`src/rtl/exhaustive_bist_ctrl_pkg.sv`:
```
// ============================================================================
// Module   : bist_pkg
// Brief    : Shared types and constants for the exhaustive BIST controller.
// Revision : 1.0
// ============================================================================
`default_nettype none

package bist_pkg;

  typedef enum logic [1:0] {
    IDLE  = 2'd0,
    RUN   = 2'd1,
    DRAIN = 2'd2,
    DONE  = 2'd3
  } state_t;

  localparam int          NUM_VEC      = 16;
  localparam int          IDX_W        = 4;
  localparam logic [15:0] DEF_SIG_POLY = 16'h1021;
  localparam logic [15:0] DEF_SIG_SEED = 16'hFFFF;

endpackage

`default_nettype wire

```
`src/rtl/exhaustive_bist_ctrl_if.sv`:
```
// ============================================================================
// Module   : exhaustive_bist_ctrl_if
// Brief    : Control, vector and result bundle of the exhaustive BIST controller.
// Revision : 1.0
// ============================================================================
`default_nettype none

interface exhaustive_bist_ctrl_if;

  logic        start;
  logic        abort;
  logic        dut_x1;
  logic        dut_x2;
  logic        dut_y1;
  logic        dut_y2;
  logic        dut_b;
  logic        busy;
  logic        done;
  logic        pass;
  logic [4:0]  fail_count;
  logic        any_fail;
  logic [3:0]  first_fail_vec;
  logic [15:0] signature;

  // Environment side: config registers plus the function under test.
  modport master (
    output start, abort, dut_b,
    input  dut_x1, dut_x2, dut_y1, dut_y2,
    input  busy, done, pass, fail_count, any_fail, first_fail_vec, signature
  );

  modport slave (
    input  start, abort, dut_b,
    output dut_x1, dut_x2, dut_y1, dut_y2,
    output busy, done, pass, fail_count, any_fail, first_fail_vec, signature
  );

endinterface

`default_nettype wire

```
`src/rtl/exhaustive_bist_ctrl_misr16.sv`:
```
// ============================================================================
// Module   : misr16
// Brief    : 16-bit single-input signature register (serial response compactor).
// Revision : 1.0
// ============================================================================
`default_nettype none

module misr16
  import bist_pkg::*;
#(
  parameter logic [15:0] POLY = DEF_SIG_POLY
) (
  input  wire logic        clk,
  input  wire logic        rst,
  input  wire logic        load,
  input  wire logic [15:0] seed,
  input  wire logic        shift_en,
  input  wire logic        din,
  output logic      [15:0] sig
);

  logic [15:0] r_sig;
  logic        w_fb;

  assign w_fb = r_sig[15] ^ din;
  assign sig  = r_sig;

  always_ff @(posedge clk or posedge rst) begin
    if (rst) begin
      r_sig <= 16'h0000;
    end else if (load) begin
      r_sig <= seed;
    end else if (shift_en) begin
      r_sig <= {r_sig[14:0], 1'b0} ^ (w_fb ? POLY : 16'h0000);
    end
  end

endmodule

`default_nettype wire

```
`src/rtl/exhaustive_bist_ctrl.sv`:
```
// ============================================================================
// Module   : exhaustive_bist_ctrl
// Brief    : Exhaustive 16-vector BIST sequencer with compare, count and MISR.
// Revision : 1.0
// ============================================================================
`default_nettype none

module exhaustive_bist_ctrl
  import bist_pkg::*;
#(
  parameter logic [15:0] EXPECTED_TT = 16'hFFFF,
  parameter logic [15:0] SIG_SEED    = DEF_SIG_SEED,
  parameter logic [15:0] SIG_POLY    = DEF_SIG_POLY
) (
  input  wire logic            clk,
  input  wire logic            rst,
  exhaustive_bist_ctrl_if.slave bus
);

  localparam logic [IDX_W-1:0] c_last_idx = IDX_W'(NUM_VEC - 1);

  state_t           r_state;
  logic [IDX_W-1:0] r_idx;
  logic [IDX_W-1:0] r_vec;
  logic             r_samp_valid;
  logic             r_done;
  logic             r_pass;
  logic [4:0]       r_fail_count;
  logic             r_any_fail;
  logic [IDX_W-1:0] r_first_fail_vec;

  logic             w_start_ok;
  logic             w_abort;
  logic             w_sample;
  logic [IDX_W-1:0] w_samp_idx;
  logic             w_mismatch;
  logic [4:0]       w_fail_next;

  // Abort wins over start; the sample on an aborting edge is discarded.
  assign w_start_ok  = ((r_state == IDLE) || (r_state == DONE)) && bus.start && !bus.abort;
  assign w_abort     = ((r_state == RUN) || (r_state == DRAIN)) && bus.abort;
  assign w_sample    = !w_abort && (((r_state == RUN) && r_samp_valid) || (r_state == DRAIN));
  assign w_samp_idx  = (r_state == DRAIN) ? c_last_idx : (r_idx - 4'd1);
  assign w_mismatch  = w_sample && (bus.dut_b != EXPECTED_TT[w_samp_idx]);
  assign w_fail_next = r_fail_count + {4'd0, w_mismatch};

  always_ff @(posedge clk or posedge rst) begin
    if (rst) begin
      r_state          <= IDLE;
      r_idx            <= '0;
      r_vec            <= '0;
      r_samp_valid     <= 1'b0;
      r_done           <= 1'b0;
      r_pass           <= 1'b0;
      r_fail_count     <= 5'd0;
      r_any_fail       <= 1'b0;
      r_first_fail_vec <= '0;
    end else begin
      r_done <= 1'b0;
      if (w_mismatch) begin
        r_fail_count <= w_fail_next;
        if (!r_any_fail) begin
          r_any_fail       <= 1'b1;
          r_first_fail_vec <= w_samp_idx;
        end
      end
      case (r_state)
        IDLE, DONE: begin
          if (w_start_ok) begin
            r_state      <= RUN;
            r_idx        <= '0;
            r_vec        <= '0;
            r_samp_valid <= 1'b0;
            r_fail_count <= 5'd0;
            r_any_fail   <= 1'b0;
            r_pass       <= 1'b0;
          end
        end
        RUN: begin
          if (w_abort) begin
            r_state <= IDLE;
            r_vec   <= '0;
            r_pass  <= 1'b0;
          end else begin
            // Response to vector idx arrives while vector idx+1 is driven.
            r_samp_valid <= 1'b1;
            if (r_idx == c_last_idx) begin
              r_state <= DRAIN;
              r_vec   <= '0;
            end else begin
              r_idx <= r_idx + 4'd1;
              r_vec <= r_idx + 4'd1;
            end
          end
        end
        DRAIN: begin
          if (w_abort) begin
            r_state <= IDLE;
            r_pass  <= 1'b0;
          end else begin
            r_state <= DONE;
            r_done  <= 1'b1;
            r_pass  <= (w_fail_next == 5'd0);
          end
        end
        default: r_state <= IDLE;
      endcase
    end
  end

  misr16 #(
    .POLY(SIG_POLY)
  ) u_misr (
    .clk     (clk),
    .rst     (rst),
    .load    (w_start_ok),
    .seed    (SIG_SEED),
    .shift_en(w_sample),
    .din     (bus.dut_b),
    .sig     (bus.signature)
  );

  assign bus.dut_x1         = r_vec[3];
  assign bus.dut_x2         = r_vec[2];
  assign bus.dut_y1         = r_vec[1];
  assign bus.dut_y2         = r_vec[0];
  assign bus.busy           = (r_state == RUN) || (r_state == DRAIN);
  assign bus.done           = r_done;
  assign bus.pass           = r_pass;
  assign bus.fail_count     = r_fail_count;
  assign bus.any_fail       = r_any_fail;
  assign bus.first_fail_vec = r_first_fail_vec;

endmodule

`default_nettype wire

```
`src/flat_wrapper.sv`:
```
// flat-port wrapper written by rule: the top's interface ports become plain ports
module exhaustive_bist_ctrl_flat import bist_pkg::*;
#(
  parameter logic [15:0] EXPECTED_TT = 16'hFFFF,
  parameter logic [15:0] SIG_SEED    = DEF_SIG_SEED,
  parameter logic [15:0] SIG_POLY    = DEF_SIG_POLY
)
  (clk, rst, bus_start, bus_abort, bus_dut_b, bus_dut_x1, bus_dut_x2, bus_dut_y1, bus_dut_y2, bus_busy, bus_done, bus_pass, bus_fail_count, bus_any_fail, bus_first_fail_vec, bus_signature);
  exhaustive_bist_ctrl_if bus_i ();
  input  wire logic clk;
  input  wire logic rst;
  input wire logic [$bits(bus_i.start)-1:0] bus_start;
  input wire logic [$bits(bus_i.abort)-1:0] bus_abort;
  input wire logic [$bits(bus_i.dut_b)-1:0] bus_dut_b;
  output wire logic [$bits(bus_i.dut_x1)-1:0] bus_dut_x1;
  output wire logic [$bits(bus_i.dut_x2)-1:0] bus_dut_x2;
  output wire logic [$bits(bus_i.dut_y1)-1:0] bus_dut_y1;
  output wire logic [$bits(bus_i.dut_y2)-1:0] bus_dut_y2;
  output wire logic [$bits(bus_i.busy)-1:0] bus_busy;
  output wire logic [$bits(bus_i.done)-1:0] bus_done;
  output wire logic [$bits(bus_i.pass)-1:0] bus_pass;
  output wire logic [$bits(bus_i.fail_count)-1:0] bus_fail_count;
  output wire logic [$bits(bus_i.any_fail)-1:0] bus_any_fail;
  output wire logic [$bits(bus_i.first_fail_vec)-1:0] bus_first_fail_vec;
  output wire logic [$bits(bus_i.signature)-1:0] bus_signature;
  assign bus_i.start = bus_start;
  assign bus_i.abort = bus_abort;
  assign bus_i.dut_b = bus_dut_b;
  assign bus_dut_x1 = bus_i.dut_x1;
  assign bus_dut_x2 = bus_i.dut_x2;
  assign bus_dut_y1 = bus_i.dut_y1;
  assign bus_dut_y2 = bus_i.dut_y2;
  assign bus_busy = bus_i.busy;
  assign bus_done = bus_i.done;
  assign bus_pass = bus_i.pass;
  assign bus_fail_count = bus_i.fail_count;
  assign bus_any_fail = bus_i.any_fail;
  assign bus_first_fail_vec = bus_i.first_fail_vec;
  assign bus_signature = bus_i.signature;
  exhaustive_bist_ctrl #(.EXPECTED_TT(EXPECTED_TT), .SIG_SEED(SIG_SEED), .SIG_POLY(SIG_POLY)) u_core (.clk(clk), .rst(rst), .bus(bus_i));
endmodule
```
`config.mk`:
```
export PLATFORM = sky130hd
export DESIGN_NAME = exhaustive_bist_ctrl_flat
export DESIGN_NICKNAME = d
export VERILOG_FILES = /design/src/rtl/exhaustive_bist_ctrl_pkg.sv /design/src/rtl/exhaustive_bist_ctrl_if.sv /design/src/rtl/exhaustive_bist_ctrl_misr16.sv /design/src/rtl/exhaustive_bist_ctrl.sv /design/src/flat_wrapper.sv
export SDC_FILE = /design/constraint.sdc
export NUM_CORES = 1
export LEC_CHECK = 0
export BUFFER_PORTS_ARGS = -buffer_cell sky130_fd_sc_hd__buf_2
export CAP_MARGIN = 20
export CORE_ASPECT_RATIO = 1.1
export CORE_UTILIZATION = 40
export DETAILED_ROUTE_END_ITERATION = 12
export GPL_ROUTABILITY_DRIVEN = 0
export PLACE_DENSITY = 0.61
export REMOVE_ABC_BUFFERS = 1
export SETUP_SLACK_MARGIN = 0.5
export SLEW_MARGIN = 20
export SYNTH_ARGS = -nofsm -noshare
export SYNTH_HDL_FRONTEND = slang
export SYNTH_SLANG_ARGS = --single-unit
```
`constraint.sdc`:
```
create_clock -name clk -period 4.2 [get_ports clk]
set_clock_uncertainty 0.05 [all_clocks]
set_input_delay 0.21 -clock clk [delete_from_list [all_inputs] [get_ports clk]]
set_output_delay 0.21 -clock clk [all_outputs]
set_load 0.02 [all_outputs]
```
==> results of run 1 <==
-- cells in the final DEF (no fill, tap or decap), drive strengths merged, types with 2 or more instances in the layout --
cell	count
o2bb2ai	3
o211ai	5
nand2	5
clkbuf	6
buf	39
mux2i	7
nor2	4
nand3	34
o31ai	2
ha	6
nand2b	10
o31a	2
a21oi	7
xnor2	4
and2	2
dfrtp	39
mux2	2
nor3	2
inv	13
xor2	4
nor4	4
o21ai	18
-- logic make-up after synthesis --
kind of cell / count (synthesis) / synth area share
simple gates: 67 / 0.188
compound gates: 49 / 0.160
flops: 39 / 0.464
buf+inv: 29 / 0.0750
mux: 9 / 0.0440
xor+xnor: 8 / 0.0333
fa+ha+maj: 6 / 0.0357
-- worst max-delay path, cell delays in order, from the launching register on --
cell and delay [ns]:
dfrtp_1 0.35, inv_1 0.06, ha_1 0.35, a21oi_4 0.56
nor3_1 0.13, ha_1 0.24, ha_1 0.24, xor2_1 0.18
a2bb2oi_1 0.15, o32ai_1 0.26
-- routing by layer --
layer / up-vias / share of wire / GRT usage
li1: 798 / - / -
met1: 800 / 0.48 / 0.226
met2: 38 / 0.48 / 0.278
met3: 5 / 0.037 / 0.0411
met4: 0 / 0.0083 / 0.0380
met5: - / 0 / 0
-- area by class of cell --
| type | instances | area (µm²) | area share |
|---|---|---|---|
| multi-input cells | 139 | 970 | 0.407 |
| clock buffers | 6 | 72.6 | 0.0305 |
| repair buffers | 40 | 210 | 0.0883 |
| inverters | 13 | 48.8 | 0.0205 |
| flip-flops and latches | 39 | 976 | 0.410 |
| clock inverters | 1 | 30.0 | 0.0126 |
| well taps | 58 | 72.6 | 0.0305 |
-- path summary, 6_finish.rpt --
check / slack (ns) / start / to / depth (start not counted)
min in group asynchronous: 0.53 / rst / u_core.u_misr.sig[3] / 4
worst min-delay path: 0.28 / bus_start / u_core.r_samp_valid / 3
worst max-delay path: 1.53 / u_core.r_state[1] / u_core.bus.pass / 9
max in group asynchronous: 3.24 / rst / u_core.r_state[0] / 4
worst min register to register: 0.45 / u_core.r_vec[0] / u_core.r_vec[0] / 1
worst max register to register: 1.53 / u_core.r_state[1] / u_core.bus.pass / 9
-- sequential cells by signal, indices dropped and copies added (netlist names) --
| register | count |
|---|---|
| u_core.bus.any_fail | 1 |
| u_core.bus.done | 1 |
| u_core.bus.fail_count | 5 |
| u_core.bus.first_fail_vec | 4 |
| u_core.bus.pass | 1 |
| u_core.r_idx | 4 |
| u_core.r_samp_valid | 1 |
| u_core.r_state | 2 |
| u_core.r_vec | 4 |
| u_core.u_misr.sig | 16 |
-- power by group through the flow --
stage	registers [W]	clock network, W	logic (W)
floorplan	0.000820	0	0.000675
global placement	0.000684	0	0.00113
detailed placement	0.000686	0	0.00113
CTS	0.000678	0.000311	0.00114
global route	0.000702	0.000326	0.00127
finish	0.000676	0.000302	0.00113
-- stage by stage --
step | setup slack (ns) | hold WS [ns] | total power [W]
finish | 1.53 | 0.276 | 0.00211
global route | 1.16 | 0.305 | 0.00230
CTS | 1.53 | 0.271 | 0.00213
detailed placement | 1.55 | 0.301 | 0.00182
global placement | 1.63 | 0.302 | 0.00181
floorplan | 1.83 | 0.336 | 0.00150
==> results.py, run 1 <==
metrics = {
    "status": {
        "status": "finished, final reports clean",
    },
    "clock_tree": {
        "numCtsBuffers": 5,
        "cts_setup_buffers": 0,
        "post_cts_resize_count": 0,
        "clock_sinks": 39,
        "cts_tree": "done",
        "clkSlewWorstSetupHoldPaths_ns": 0.07,
        "clock_path_buffers": 2,
        "root_buffer": "clkbuf_8",
        "clk_latency_ns": 0.29,
        "cts_hold_buffers": 1,
        "cts.htree.levels": 2,
    },
    "synthesis": {
        "synth_area_um2": 2100,
        "synth_edf_count": 0,
        "syn_avg_cell_area_um2": 10.2,
        "synth_top_area_frac": 0.464,
        "synthFlopType": "dfrtp_1",
        "yosysTopAreaCell": "dfrtp_1",
        "ys_seq_elements": 39,
        "synth_warnings": 0,
        "yosysMostFrequentCell": "dfrtp_1",
        "yosysSeqAreaShare": 0.464,
        "synth_area_leaders": "dfrtp_1 (46%), nand3_1 (8.1%), o21ai_0 (4.3%)",
        "synth.distinct_cells": 46,
        "synth_commonest_cells": "dfrtp_1 (39), nand3_1 (34), o21ai_0 (18)",
        "synthCells": 207,
        "async_reset_ff_frac": 1.00,
    },
    "critical_path": {
        "cp.arrival_ns": 2.82,
        "cp.required_ns": 4.34,
        "critPathLaunchType": "register",
        "cp-end-kind": "register",
        "crit_fanout": 22,
        "crit_type": "reg -> reg",
    },
    "layout": {
        "layout.nets": 249,
        "diodes": 0,
        "finalInstanceArea_um2": 2380,
        "nFillCells": 479,
        "finish.utilization": 0.473,
        "syn_to_final_growth_pct": 13.1,
        "finalNonFillerCells": 296,
        "drive_gt1_frac": 0.227,
    },
    "timing": {
        "post-route-period-util": 0.637,
        "drv_slew": 0,
        "min_period_ns": 2.67,
        "rsz0062_at_grt": "no",
        "maxSlewHeadroom": 0.569,
        "finalSetupViolCount": 0,
        "fin_tns_setup_ns": 0,
        "worst_pin_slew_ns": 0.647,
        "hold_viol_final": 0,
        "timing.fmax_mhz": 374,
    },
    "pwr": {
        "p_clk_frac": 0.143,
        "p_sw_frac": 0.467,
        "power_switching_w": 0.000986,
        "p_seq_frac": 0.321,
        "combPwrFrac": 0.536,
        "leakagePower_nw": 1.09,
        "p_int_w": 0.00112,
        "p_per_area_nw_per_um2": 886,
        "ir_drop_v": 0.000361,
    },
    "global_routing": {
        "overflow": 0,
        "antenna_found_initial": 0,
        "grt_pass1_wl_um": 7530,
        "gr-usage-all-layers": 0.170,
        "grt_pass1_vias": 1632,
        "grt_max_degree": 40,
    },
    "floorplan": {
        "num_rows": 27,
        "dieArea_um2": 5550,
        "die_w_um": 71.1,
        "core_region_area_um2": 5030,
        "pin_count": 38,
        "die_height_um": 78.1,
        "start_util": 0.418,
    },
    "place": {
        "port_buffers": 37,
        "place_inst": 288,
        "place_area_um2": 2270,
        "dp_hpwl_um": 2870,
    },
    "drt": {
        "avgViaCountPerCell": 5.54,
        "drt_iter0_markers": 159,
        "routedWlPerCell_um": 14.6,
        "drt-total-wl_um": 4330,
        "ant_nets": 0,
        "vias": 1641,
        "firstDrtPassIters": 6,
        "route.detailed.drc": 0,
    },
    "job": {
        "maxCapViolCount": 0,
    },
    "hold_path": {
        "worstHoldPathType": "in -> reg",
    },
}
No activity file was read; power rests on OpenSTA's default activity.
==> inputs of run 2 (changes only) <==
Settings changed: PLACE_DENSITY 0.61 to 0.64.
Clock period 4.2 ns to 2.2 ns, I/O delays scaled along.
==> run 2 against run 1 <==
Against the previous run: the flow now finishes with violations (design-rule violations); flip-flop and latch count unchanged; clock power rose by 59%; maximum frequency up 35%; wire length up 17%; critical path depth did not move; sequential power up 95%; clock-buffer cell count is the same; via count grew 9.0%; setup slack lost 1.3 ns; non-clock buffer count grew 21; global-route usage is 1.6 points higher.
==> results.py, run 2 (synthesis results as in run 1) <==
metrics = {
    "global_routing": {
        "overflow": 0,
        "grt_pass1_wl_um": 8140,
        "gr-usage-all-layers": 0.186,
        "antenna_found_initial": 0,
        "grt_max_degree": 40,
        "grt_pass1_vias": 1692,
    },
    "drt": {
        "drt-total-wl_um": 5050,
        "wl_met3_um": 204,
        "routedWlPerCell_um": 15.9,
        "ant_nets": 0,
        "avgViaCountPerCell": 5.63,
        "firstDrtPassIters": 9,
        "highest_layer": "met4",
        "route.detailed.drc": 1,
        "vias": 1789,
        "drt_iter0_markers": 206,
        "wl_met1_um": 2240,
        "dr_wl_met2_um": 2540,
    },
    "floorplan": {
        "core_region_area_um2": 5030,
        "start_util": 0.418,
        "pin_count": 38,
        "die_height_um": 78.1,
        "num_rows": 27,
        "dieArea_um2": 5550,
        "die_w_um": 71.1,
    },
    "job": {
        "maxCapViolCount": 0,
    },
    "clock_tree": {
        "clkSlewWorstSetupHoldPaths_ns": 0.08,
        "cts_tree": "done",
        "clock_sinks": 39,
        "clk_latency_ns": 0.29,
        "numCtsBuffers": 5,
        "root_buffer": "clkbuf_8",
        "cts.htree.levels": 2,
        "clock_path_buffers": 2,
    },
    "critical_path": {
        "crit_type": "reg -> reg",
        "cpPeakStageDelay_ns": 0.40,
        "crit_top_cell": "ha_4",
        "cp-end-kind": "register",
        "worst_path_max_delay_cell": "dfrtp_1",
        "path_delay_family": "compound AO/OA/AOI/OAI gates",
        "crit_path_cell_trace": "buf_6 > ha_4 > a21oi_4 > nor3_4 > ha_4 > ha_4 > xor2_2 > a2bb2oi_1 > o32ai_1",
        "cp.arrival_ns": 2.12,
        "r2r_slack_ns": 0.23,
        "crit_fanout": 4,
        "cp.required_ns": 2.35,
        "path_buf_inv": 1,
        "critPathLaunchType": "register",
    },
    "layout": {
        "finalNonFillerCells": 318,
        "nFillCells": 442,
        "mostFrequentLayoutCells": "buf_2 (39), dfrtp_1 (37), nand3_1 (32)",
        "finalInstanceArea_um2": 2690,
        "finish.utilization": 0.534,
        "multiInputGateArea_um2": 1110,
        "drive_gt1_frac": 0.362,
        "diodes": 0,
        "largest_register_ffs": 16,
        "layout.nets": 270,
        "regArea_um2": 978,
        "final_common_cell": "buf_2",
        "syn_to_final_growth_pct": 27.7,
    },
    "place": {
        "port_buffers": 37,
        "place_area_um2": 2330,
        "place_inst": 296,
        "dp_hpwl_um": 3140,
        "post-place-ws_ns": -0.00322,
    },
    "hold_path": {
        "worstHoldPathType": "in -> reg",
    },
    "timing": {
        "finalSetupViolCount": 0,
        "post-route-period-util": 0.897,
        "fin_tns_setup_ns": 0,
        "worst_pin_slew_ns": 0.511,
        "rsz0062_at_grt": "yes",
        "hold_viol_final": 0,
        "maxSlewHeadroom": 0.659,
        "drv_slew": 0,
        "setup_slack_ns": 0.226,
        "timing.fmax_mhz": 507,
        "min_period_ns": 1.97,
    },
    "pwr": {
        "p_sw_frac": 0.467,
        "power_switching_w": 0.00210,
        "p_per_area_nw_per_um2": 1670,
        "p_seq_frac": 0.294,
        "p_int_w": 0.00239,
        "combPwrFrac": 0.599,
        "ir_drop_v": 0.000574,
        "p_clk_frac": 0.107,
        "leakagePower_nw": 1.19,
    },
    "status": {
        "status": "complete, but fails checks",
        "violations": "design-rule violations",
    },
}
-- run 2: cell types whose count changed in the layout (fill, tap and decap cells not counted), moves of 2 or more --
cell,previous run,this run
buf_2,37,39
buf_4,2,13
buf_6,0,7
dfrtp_1,39,37
dfrtp_2,0,2
ha_1,6,1
ha_4,0,4
inv_1,13,11
inv_2,0,2
nand3_1,34,32
-- run 2: worst min-delay path, stage by stage --
cell,delay [ns]
buf_2,0.14
o21ai_0,0.16
a21oi_1,0.07
-- run 2: per-stage QoR --
| stage | hold WS, ns | total power (W) |
|---|---|---|
| final | 0.167 | 0.00450 |
| after global routing | 0.191 | 0.00483 |
| after CTS | 0.154 | 0.00427 |
| after detailed placement | 0.209 | 0.00362 |
| after global placement | 0.206 | 0.00359 |
| after floorplan | 0.236 | 0.00285 |
-- run 2: final cells by class --
class | instances | area share
well taps | 58 | 0.0270
clock buffers | 6 | 0.0270
clock inverters | 2 | 0.00466
inverters | 13 | 0.0182
repair buffers | 61 | 0.147
flip-flops and latches | 39 | 0.364
multi-input cells | 139 | 0.412
-- run 2: routing by layer --
| layer | up-vias | global-route usage |
|---|---|---|
| met5 | - | 0 |
| li1 | 843 | - |
| met2 | 50 | 0.310 |
| met4 | 0 | 0.0780 |
| met3 | 8 | 0.0308 |
| met1 | 888 | 0.238 |
-- run 2: power groups by stage --
stage	Combinational (W)	Clock, W	Sequential, W
floorplan	0.00129	0	0.00157
global placement	0.00228	0	0.00131
detailed placement	0.00230	0	0.00132
CTS	0.00245	0.000496	0.00132
global route	0.00294	0.000526	0.00137
finish	0.00269	0.000480	0.00132
-- run 2: final timing paths --
kind,start,to,cells past startpoint
worst max register to register,u_core.r_state[0],u_core.bus.pass,9
worst min register to register,u_core.r_vec[1],u_core.r_vec[1],1
worst max-delay path,u_core.r_state[0],u_core.bus.pass,9
worst min-delay path,bus_start,u_core.r_samp_valid,3
max in group asynchronous,rst,u_core.r_idx[0],4
min in group asynchronous,rst,u_core.u_misr.sig[8],4
-- run 2: timing repair --
item,in CTS,in global routing
resized for setup,15,18
hold endpoints to repair,39,0
setup endpoints to repair,36,22
pin swaps,8,5
setup buffers,6,5
hold buffers,1,0
cloned,0,2
